`src/rtl/inv_mix_columns_iter_pkg.sv`:
```
`default_nettype none
// ============================================================================
// Module  : inv_mix_columns_iter_pkg
// Purpose : Shared AES column-mixing definitions. Holds the GF(2^8) reduction
//           polynomial, the InvMixColumns coefficient row, the FSM state
//           encoding and the constant-multiply helpers. The forward
//           MixColumns path reuses these definitions.
// Ports   : none (package)
// Rev     : 1.0  initial release
// ============================================================================
package inv_mix_columns_iter_pkg;

  localparam logic [8:0]  GF_POLY      = 9'h11B;
  // Row 0 of the InvMixColumns matrix; row r is this row rotated right by r.
  localparam logic [31:0] INV_MIX_ROW0 = 32'h0E0B0D09;

  typedef enum logic [1:0] {
    ST_IDLE = 2'd0,
    ST_BUSY = 2'd1,
    ST_DONE = 2'd2
  } fsm_state_t;

  // Multiply by x modulo the AES polynomial.
  function automatic logic [7:0] xtime(input logic [7:0] a);
    return {a[6:0], 1'b0} ^ (a[7] ? GF_POLY[7:0] : 8'h00);
  endfunction

  // Multiply by a constant: the loop unrolls into an xtime chain whose taps
  // are selected by the constant's bits, so no table is needed.
  function automatic logic [7:0] gf_mul_const(input logic [7:0] a,
                                              input logic [7:0] k);
    logic [7:0] acc;
    logic [7:0] pw;
    acc = '0;
    pw  = a;
    for (int i = 0; i < 8; i++) begin
      if (k[i]) acc = acc ^ pw;
      pw = xtime(pw);
    end
    return acc;
  endfunction

  // Coefficient m[r][k] of the inverse matrix.
  function automatic logic [7:0] inv_coef(input int r, input int k);
    int j;
    j = (k - r) & 3;
    return INV_MIX_ROW0[31-8*j -: 8];
  endfunction

endpackage
`default_nettype wire

```
`src/rtl/inv_mix_single_column.sv`:
```
`default_nettype none
// ============================================================================
// Module  : inv_mix_single_column
// Purpose : Purely combinational InvMixColumns of one 32-bit AES column.
// Ports   : col_in  [31:0] column, byte 0 in [31:24]
//           col_out [31:0] transformed column, same byte order
// Rev     : 1.0  initial release
// ============================================================================
module inv_mix_single_column
  import inv_mix_columns_iter_pkg::*;
(
  input  logic [31:0] col_in,
  output logic [31:0] col_out
);

  always_comb begin
    col_out = '0;
    for (int r = 0; r < 4; r++) begin
      for (int k = 0; k < 4; k++) begin
        col_out[31-8*r -: 8] = col_out[31-8*r -: 8]
                             ^ gf_mul_const(col_in[31-8*k -: 8], inv_coef(r, k));
      end
    end
  end

endmodule
`default_nettype wire

```
`src/rtl/inv_mix_columns_iter.sv`:
```
`default_nettype none
// ============================================================================
// Module  : inv_mix_columns_iter
// Purpose : Iterative AES InvMixColumns on a 128-bit state. A block is
//           captured in IDLE, transformed COLS_PER_CYCLE columns per cycle
//           in BUSY, and held in DONE until the consumer takes it.
// Ports   : clk        clock, rising edge
//           rst_n      asynchronous active-low reset
//           in_valid   / in_ready   input handshake
//           state_in   [127:0] input block, byte 0 in [127:120]
//           out_valid  / out_ready  output handshake
//           state_out  [127:0] result, same layout
// Rev     : 1.0  initial release
// ============================================================================
module inv_mix_columns_iter
  import inv_mix_columns_iter_pkg::*;
#(
  parameter int COLS_PER_CYCLE = 1
)
(
  input  logic         clk,
  input  logic         rst_n,
  input  logic         in_valid,
  output logic         in_ready,
  input  logic [127:0] state_in,
  output logic         out_valid,
  input  logic         out_ready,
  output logic [127:0] state_out
);

  if (!(COLS_PER_CYCLE == 1 || COLS_PER_CYCLE == 2 || COLS_PER_CYCLE == 4))
  begin : g_bad_cols_per_cycle
    $error("inv_mix_columns_iter: COLS_PER_CYCLE must be 1, 2 or 4");
  end

  // Counter step and the base column of the final BUSY cycle. For 4 columns
  // per cycle both fold to 0 in two bits, which is harmless: the first BUSY
  // cycle is also the last.
  localparam logic [1:0] STEP      = 2'(COLS_PER_CYCLE);
  localparam logic [1:0] LAST_BASE = 2'(4 - COLS_PER_CYCLE);

  fsm_state_t   state;
  logic [127:0] work;
  logic [127:0] work_next;
  logic [1:0]   col_cnt;

  logic [1:0]   col_idx [COLS_PER_CYCLE];
  logic [31:0]  col_cur [COLS_PER_CYCLE];
  logic [31:0]  col_new [COLS_PER_CYCLE];

  // Column c lives at bit offset (3-c)*32, i.e. {~c, 5'b0}.
  for (genvar i = 0; i < COLS_PER_CYCLE; i++) begin : g_col
    assign col_idx[i] = col_cnt + 2'(i);
    assign col_cur[i] = work[{~col_idx[i], 5'd0} +: 32];

    inv_mix_single_column u_col (
      .col_in  (col_cur[i]),
      .col_out (col_new[i])
    );
  end

  always_comb begin
    work_next = work;
    for (int i = 0; i < COLS_PER_CYCLE; i++) begin
      work_next[{~col_idx[i], 5'd0} +: 32] = col_new[i];
    end
  end

  // Gated by rst_n so the producer sees not-ready for the whole reset window.
  assign in_ready  = rst_n && (state == ST_IDLE);
  assign state_out = work;

  always_ff @(posedge clk or negedge rst_n) begin
    if (!rst_n) begin
      state     <= ST_IDLE;
      work      <= '0;
      col_cnt   <= '0;
      out_valid <= 1'b0;
    end else begin
      case (state)
        ST_IDLE: begin
          if (in_valid && in_ready) begin
            work    <= state_in;
            col_cnt <= '0;
            state   <= ST_BUSY;
          end
        end
        ST_BUSY: begin
          work    <= work_next;
          col_cnt <= col_cnt + STEP;
          if (col_cnt == LAST_BASE) begin
            state     <= ST_DONE;
            out_valid <= 1'b1;
          end
        end
        ST_DONE: begin
          if (out_ready) begin
            state     <= ST_IDLE;
            out_valid <= 1'b0;
          end
        end
        default: begin
          state     <= ST_IDLE;
          out_valid <= 1'b0;
        end
      endcase
    end
  end

endmodule
`default_nettype wire

```
`config.mk`:
```
export PLATFORM = sky130hd
export DESIGN_NAME = inv_mix_columns_iter
export DESIGN_NICKNAME = d
export VERILOG_FILES = /design/src/rtl/inv_mix_columns_iter_pkg.sv /design/src/rtl/inv_mix_single_column.sv /design/src/rtl/inv_mix_columns_iter.sv
export SDC_FILE = /design/constraint.sdc
export NUM_CORES = 1
export LEC_CHECK = 0
export CORE_UTILIZATION = 45
export DETAILED_ROUTE_END_ITERATION = 7
export HOLD_SLACK_MARGIN = 0.05
export PLACE_DENSITY_LB_ADDON = 0.25
export SLEW_MARGIN = 20
export SYNTH_ARGS = -nofsm -noshare
export SYNTH_HDL_FRONTEND = slang
export SYNTH_SLANG_ARGS = --single-unit
export TNS_END_PERCENT = 5
```
`constraint.sdc`:
```
create_clock -name clk -period 4.6 [get_ports clk]
set_input_delay 0.69 -clock clk [delete_from_list [all_inputs] [get_ports clk]]
set_output_delay 0.69 -clock clk [all_outputs]
set_load 0.05 [all_outputs]
```
==> results of run 1 <==
placed cells by master, fill, tap and decap left out, drive strengths merged, types with 5 or more instances in the layout:
| cell | n |
|---|---|
| a22oi | 58 |
| clkbuf | 18 |
| clkinv | 5 |
| a2bb2oi | 10 |
| nor2 | 165 |
| o21a | 6 |
| a221oi | 50 |
| clkdlybuf4s50 | 260 |
| o21ai | 17 |
| nand3 | 7 |
| dfrtp | 133 |
| xnor3 | 31 |
| nand2 | 23 |
| buf | 21 |
| xnor2 | 113 |
| inv | 11 |
| mux4 | 32 |
| a21oi | 71 |
| xor2 | 41 |
stage by stage:
step | cell area, sq um | util, % | std cells | setup slack [ps]
detailed placement | 11900 | 60.6 | 1330 | 799
CTS | 12500 | 63.5 | 1362 | 786
global placement | 11900 | 60.6 | 1330 | 840
global route | 12500 | 63.7 | 1363 | 592
floorplan | 9110 | - | 857 | 1290
finish | 12500 | 63.7 | 1363 | 797
how the worst min path moves through the flow:
stage | from | endpoint | slack, ps | cells after the start
floorplan | rst_n | col_cnt[0]$_DFFE_PN0P_ | 390 | 0
global placement | out_valid$_DFFE_PN0P_ | out_valid$_DFFE_PN0P_ | 500 | 2
detailed placement | state_out[107]$_DFFE_PN0P_ | state_out[107]$_DFFE_PN0P_ | 510 | 1
CTS | rst_n | state_out[70]$_DFFE_PN0P_ | 490 | 2
global route | rst_n | state_out[69]$_DFFE_PN0P_ | 510 | 2
finish | rst_n | state_out[69]$_DFFE_PN0P_ | 430 | 2
registers in the layout, indices dropped and copies added (netlist names):
signal,flops
col_cnt,2
out_valid,1
state,2
state_out,128
cell type report:
type,count,share of cell area (%)
clock buffer,18,3.43
clock inverter,14,1.13
inverter,4,0.120
multi-input combinational,648,43.6
sequential,133,26.6
tap,265,2.65
timing repair buffer,281,22.4
metal layers:
layer	up-vias	global-route usage, %
li1	3538	-
met1	4045	45.2
met2	501	54.2
met3	86	7.62
met4	0	13.9
met5	-	0
cell families (layout without fill, tap and decap cells):
family / after synthesis / in the layout / synth area share (%)
XOR/XNOR: 189 / 189 / 25.2
buffers and inverters: 76 / 317 / 4.05
adder cells (fa/ha/maj): 4 / 4 / 0.549
AO/OA/AOI/OAI: 217 / 217 / 16.4
AND/OR/NAND/NOR: 206 / 206 / 8.90
multiplexers: 32 / 32 / 8.40
flip-flops: 133 / 133 / 36.5
worst register-to-register path, cell delays in order, from the launching register on:
cell     delay (ps)
dfrtp_2         480
buf_12          230
mux4_1          790
xnor2_2         400
xnor3_1         470
xor2_1          430
xnor3_1         580
a22oi_1         200
a21oi_1          90
==> metrics.txt, run 1 <==
status completed; worst slew pin tran ~1000 ps; syn_nets approximately 990; core area slightly below 20,000 sq um; DR vias approximately 8,000; area of the multi-input gates roughly 5500 sq um; sum of negative setup slack 0 ps; reg2reg start col_cnt[0]$_DFFE_PN0P_; RSZ-0062 raised after global routing false; startpoint types register; M1 WL 13,400 um; Netlist cell types between 40 and 50; Critical Path Max Stage Delay ~760 ps; Tcrit/Tclk final between 80 and 90%; Area Growth Syn to Fin 37.3%; Async SR Flop Fraction between 90% and 100%; most common library cells after synthesis nor2_1 (165), dfrtp_1 (133), xnor2_1 (99); initial antenna violation count 0; GPL Wtd Cong 1.03; fmax 0.263 GHz; CP Launch Point col_cnt[0]$_DFFE_PN0P_; die span in x ~140 um; share of cells above drive strength 1 under 10%; Slowest cell on crit path mux4_1; top-count cell post-synth nor2_1; Area contributors post-synth dfrtp_1 (37%), xnor2_1 (9.5%), xnor3_1 (7.2%); Synth Area per Inst between 10 and 15 sq um; Worst EP arrival around 4100 ps; Crit Path Category reg2reg; Final nets 1,221; Post-synth EDFFs 0; effective utilization at floorplan about 46%; Routed WL 34,200 um; worst-path cell chain buf_12, mux4_1, xnor2_2, xnor3_1, xor2_1, xnor3_1, a22oi_1, a21oi_1; Bufs and invs on worst path 1; Chip Height around 140 um; metal3 WL roughly 3000 um; DRT antenna net count 0; Syn. warnings 0; delay-heaviest family, CP XOR/XNOR gates; Hold Crit Class in2async; clock-pin slew on the worst setup and hold paths 70 ps; Mapped Cells ~860; Crit. End Element register; Max-Cap Viols 0; share of the synthesized area in the top cell type between 30% and 40%; Worst Path Required roughly 4900 ps; CTS tree built; CP max FO 25; Hold Vio Cnt, Final 0; worst r2r path cells 8; Via density around 6.0; relative slew slack 30.7%; Worst Skew ~15 ps; Main synth FF type dfrtp_1; top sig layer met4; die footprint roughly 21,000 sq um; CP Depth 8; post-CTS sizing 0; largest area contributor in the netlist dfrtp_1; Core Rows 51; Tmin final approximately 3800 ps; R2R Setup Slk between 700 and 800 ps; CTS max path bufs 2; crit path to state_out[4]$_DFFE_PN0P_; n_diodes 0; Root Buffer clkbuf_16; sequential area share after synthesis between 30 and 40%; initial detailed-routing violation count 725; Critical R2R Capture state_out[4]$_DFFE_PN0P_; clock latency on the worst-skew pair ~430 ps; largest net degree at the start of global routing 95; CTS Sinks 133; # H-tree levels 4; IO buf count 261; drt first pass iters 5; synthesized flop and latch total 133; global-route wire length before repair between 50,000 and 60,000 um; FF+latch area 3330 sq um; Met2 Routed Length approximately 17,000 um; drt wl/cell around 25 um; hold_buf cts 0; # DRC 0; Top cell by count, worst path xnor3_1; buffers inserted by post-CTS timing repair 0; Filler Cell Count about 1,600; num ports 262; number of buffers created by CTS 17; synthesized area slightly above 9000 sq um; Final Max Slew Viols 0; final HPWL from detailed placement about 25,000 um; Final Setup Violations 0; GRT Overall Usage approximately 34%; GRT Residual Overflow 0; vias in the first global route about 8,400; Hold WS roughly 430 ps
Power of run 1 is not shown: default switching activity piles up to over one toggle a cycle in this logic, so the estimate is an artifact.
==> run 2, diff against run 1 <==
--- a/config.mk
+++ b/config.mk
@@ -5,7 +5,7 @@
 export SDC_FILE = /design/constraint.sdc
 export NUM_CORES = 1
 export LEC_CHECK = 0
-export CORE_UTILIZATION = 45
+export CORE_UTILIZATION = 44
 export DETAILED_ROUTE_END_ITERATION = 7
 export HOLD_SLACK_MARGIN = 0.05
 export PLACE_DENSITY_LB_ADDON = 0.25
==> constraint.sdc (replaced) <==
create_clock -name clk -period 3.24 [get_ports clk]
set_input_delay 0.486 -clock clk [delete_from_list [all_inputs] [get_ports clk]]
set_output_delay 0.486 -clock clk [all_outputs]
set_load 0.05 [all_outputs]
==> metrics.txt, run 2 (synthesis results as in run 1) <==
clock-pin slew on the worst setup and hold paths 60 ps; Top cell by count, worst path xnor3_2; CP max FO 14; worst slew pin tran between 900 and 1000 ps; effective utilization at floorplan roughly 45%; initial antenna violation count 0; Bufs and invs on worst path 2; failing checks setup timing; DR vias ~9,000; Tmin final around 3300 ps; Tcrit/Tclk final 101%; R2R Setup Slk -20 ps; GPL Wtd Cong approximately 0.96; Crit. End Element register; # H-tree levels 4; Via density around 5.9; worst-path cell chain buf_12, mux4_2, xnor3_2, buf_4, xor2_4, xor2_2, xnor3_2, a221oi_2, nor2_1; Final Setup Violations 1; n_diodes 0; Worst EP arrival between 3000 and 4000 ps; relative slew slack 38.8%; Largest register FFs around 130; drt wl/cell 24.3 um; die footprint around 21,000 sq um; fmax roughly 0.31 GHz; drt first pass iters 5; Filler Cell Count around 1,500; Final Max Slew Viols 0; reg2reg start col_cnt[0]$_DFFE_PN0P_; area of the multi-input gates between 5000 and 6000 sq um; Max-Cap Viols 0; CTS Sinks 133; number of buffers created by CTS 17; vias in the first global route about 8,800; commonest non-fill, non-tap cell in the layout clkdlybuf4s50_1; Hold Vio Cnt, Final 0; global-route wire length before repair 53,900 um; Hold Crit Class in2async; Slowest cell on crit path mux4_2; GRT Overall Usage 34.4%; Layout Utilization between 60% and 70%; Post-Place Setup Slack -99.9 ps; Worst Path Required between 3000 and 4000 ps; worst r2r path cells 9; hold_buf cts 0; startpoint types register; Crit Path Category reg2reg; initial detailed-routing violation count 790; RSZ-0062 raised after global routing true; Critical R2R Capture state_out[68]$_DFFE_PN0P_; status complete, but fails checks; delay-heaviest family, CP XOR/XNOR gates; CTS tree built; Routed WL around 36,000 um; die span in x roughly 150 um; clock latency on the worst-skew pair approximately 430 ps; share of cells above drive strength 1 between 20% and 30%; core area 20,300 sq um; Root Buffer clkbuf_16; Worst Skew 9.08 ps; FF+latch area 3330 sq um; CTS max path bufs 2; DRT antenna net count 0; GRT Residual Overflow 0; Final nets 1,355; Core Rows 52; num ports ~260; IO buf count about 260; largest net degree at the start of global routing around 130; final HPWL from detailed placement around 26,000 um; Critical Path Max Stage Delay between 600 and 700 ps; # DRC 0; most frequent cells in the layout clkdlybuf4s50_1 (259), nor2_1 (165), buf_4 (144); Area Growth Syn to Fin 54.2%; Final WS setup -16.2 ps; Chip Height roughly 150 um; CP Depth 9
run 2: cell count changes in the layout (fill, tap and decap cells not counted), moves of 7 or more:
cell / before / now
xnor2_2: 13 / 36
a221oi_1: 48 / 35
xnor3_2: 2 / 10
xnor3_1: 29 / 21
xnor2_1: 99 / 69
buf_4: 17 / 144
a221oi_2: 2 / 15
xnor2_4: 1 / 8
run 2: what timing repair did:
action	4_1_cts	5_1_grt
endpoints found under the setup margin	36	99
pin swaps	4	14
resized for setup	17	57
buffers inserted	1	6
run 2: final cells by class:
class,instances,share of cell area (%)
Multi-Input combinational cell,648,42.0
Inverter,4,0.107
Sequential cell,133,23.7
Clock inverter,15,1.18
Clock buffer,17,3.03
Tap cell,270,2.40
Timing Repair Buffer,415,27.6
run 2: per-layer routing:
layer,share of wire (%),global-route usage (%)
met5,0,0
met1,39,45.6
met4,3.2,12.4
met2,48,55.0
met3,9.6,8.53
run 2: metrics by stage:
| stage | hold slack (ps) | cell area, sq um | instances | TNS, ps |
|---|---|---|---|---|
| after detailed placement | 509 | 13000 | 1463 | -678 |
| after global placement | 493 | 13000 | 1463 | -395 |
| after CTS | 237 | 13700 | 1496 | -27.7 |
| after floorplan | 190 | 9130 | 857 | 0 |
| after global routing | 195 | 14100 | 1502 | -948 |
| final | 149 | 14100 | 1502 | -16.2 |
run 2: worst max-delay path by stage:
stage                                    startpoint  slack (ps)                         end
after floorplan           state_out[70]$_DFFE_PN0P_          50  state_out[100]$_DFFE_PN0P_
after global routing         col_cnt[0]$_DFFE_PN0P_        -110   state_out[76]$_DFFE_PN0P_
after CTS                    col_cnt[0]$_DFFE_PN0P_         -10   state_out[45]$_DFFE_PN0P_
after global placement       col_cnt[0]$_DFFE_PN0P_        -100   state_out[26]$_DFFE_PN0P_
after detailed placement     col_cnt[0]$_DFFE_PN0P_        -100   state_out[26]$_DFFE_PN0P_
final                        col_cnt[0]$_DFFE_PN0P_         -20   state_out[68]$_DFFE_PN0P_
Power of run 2 is left out for the same reason.
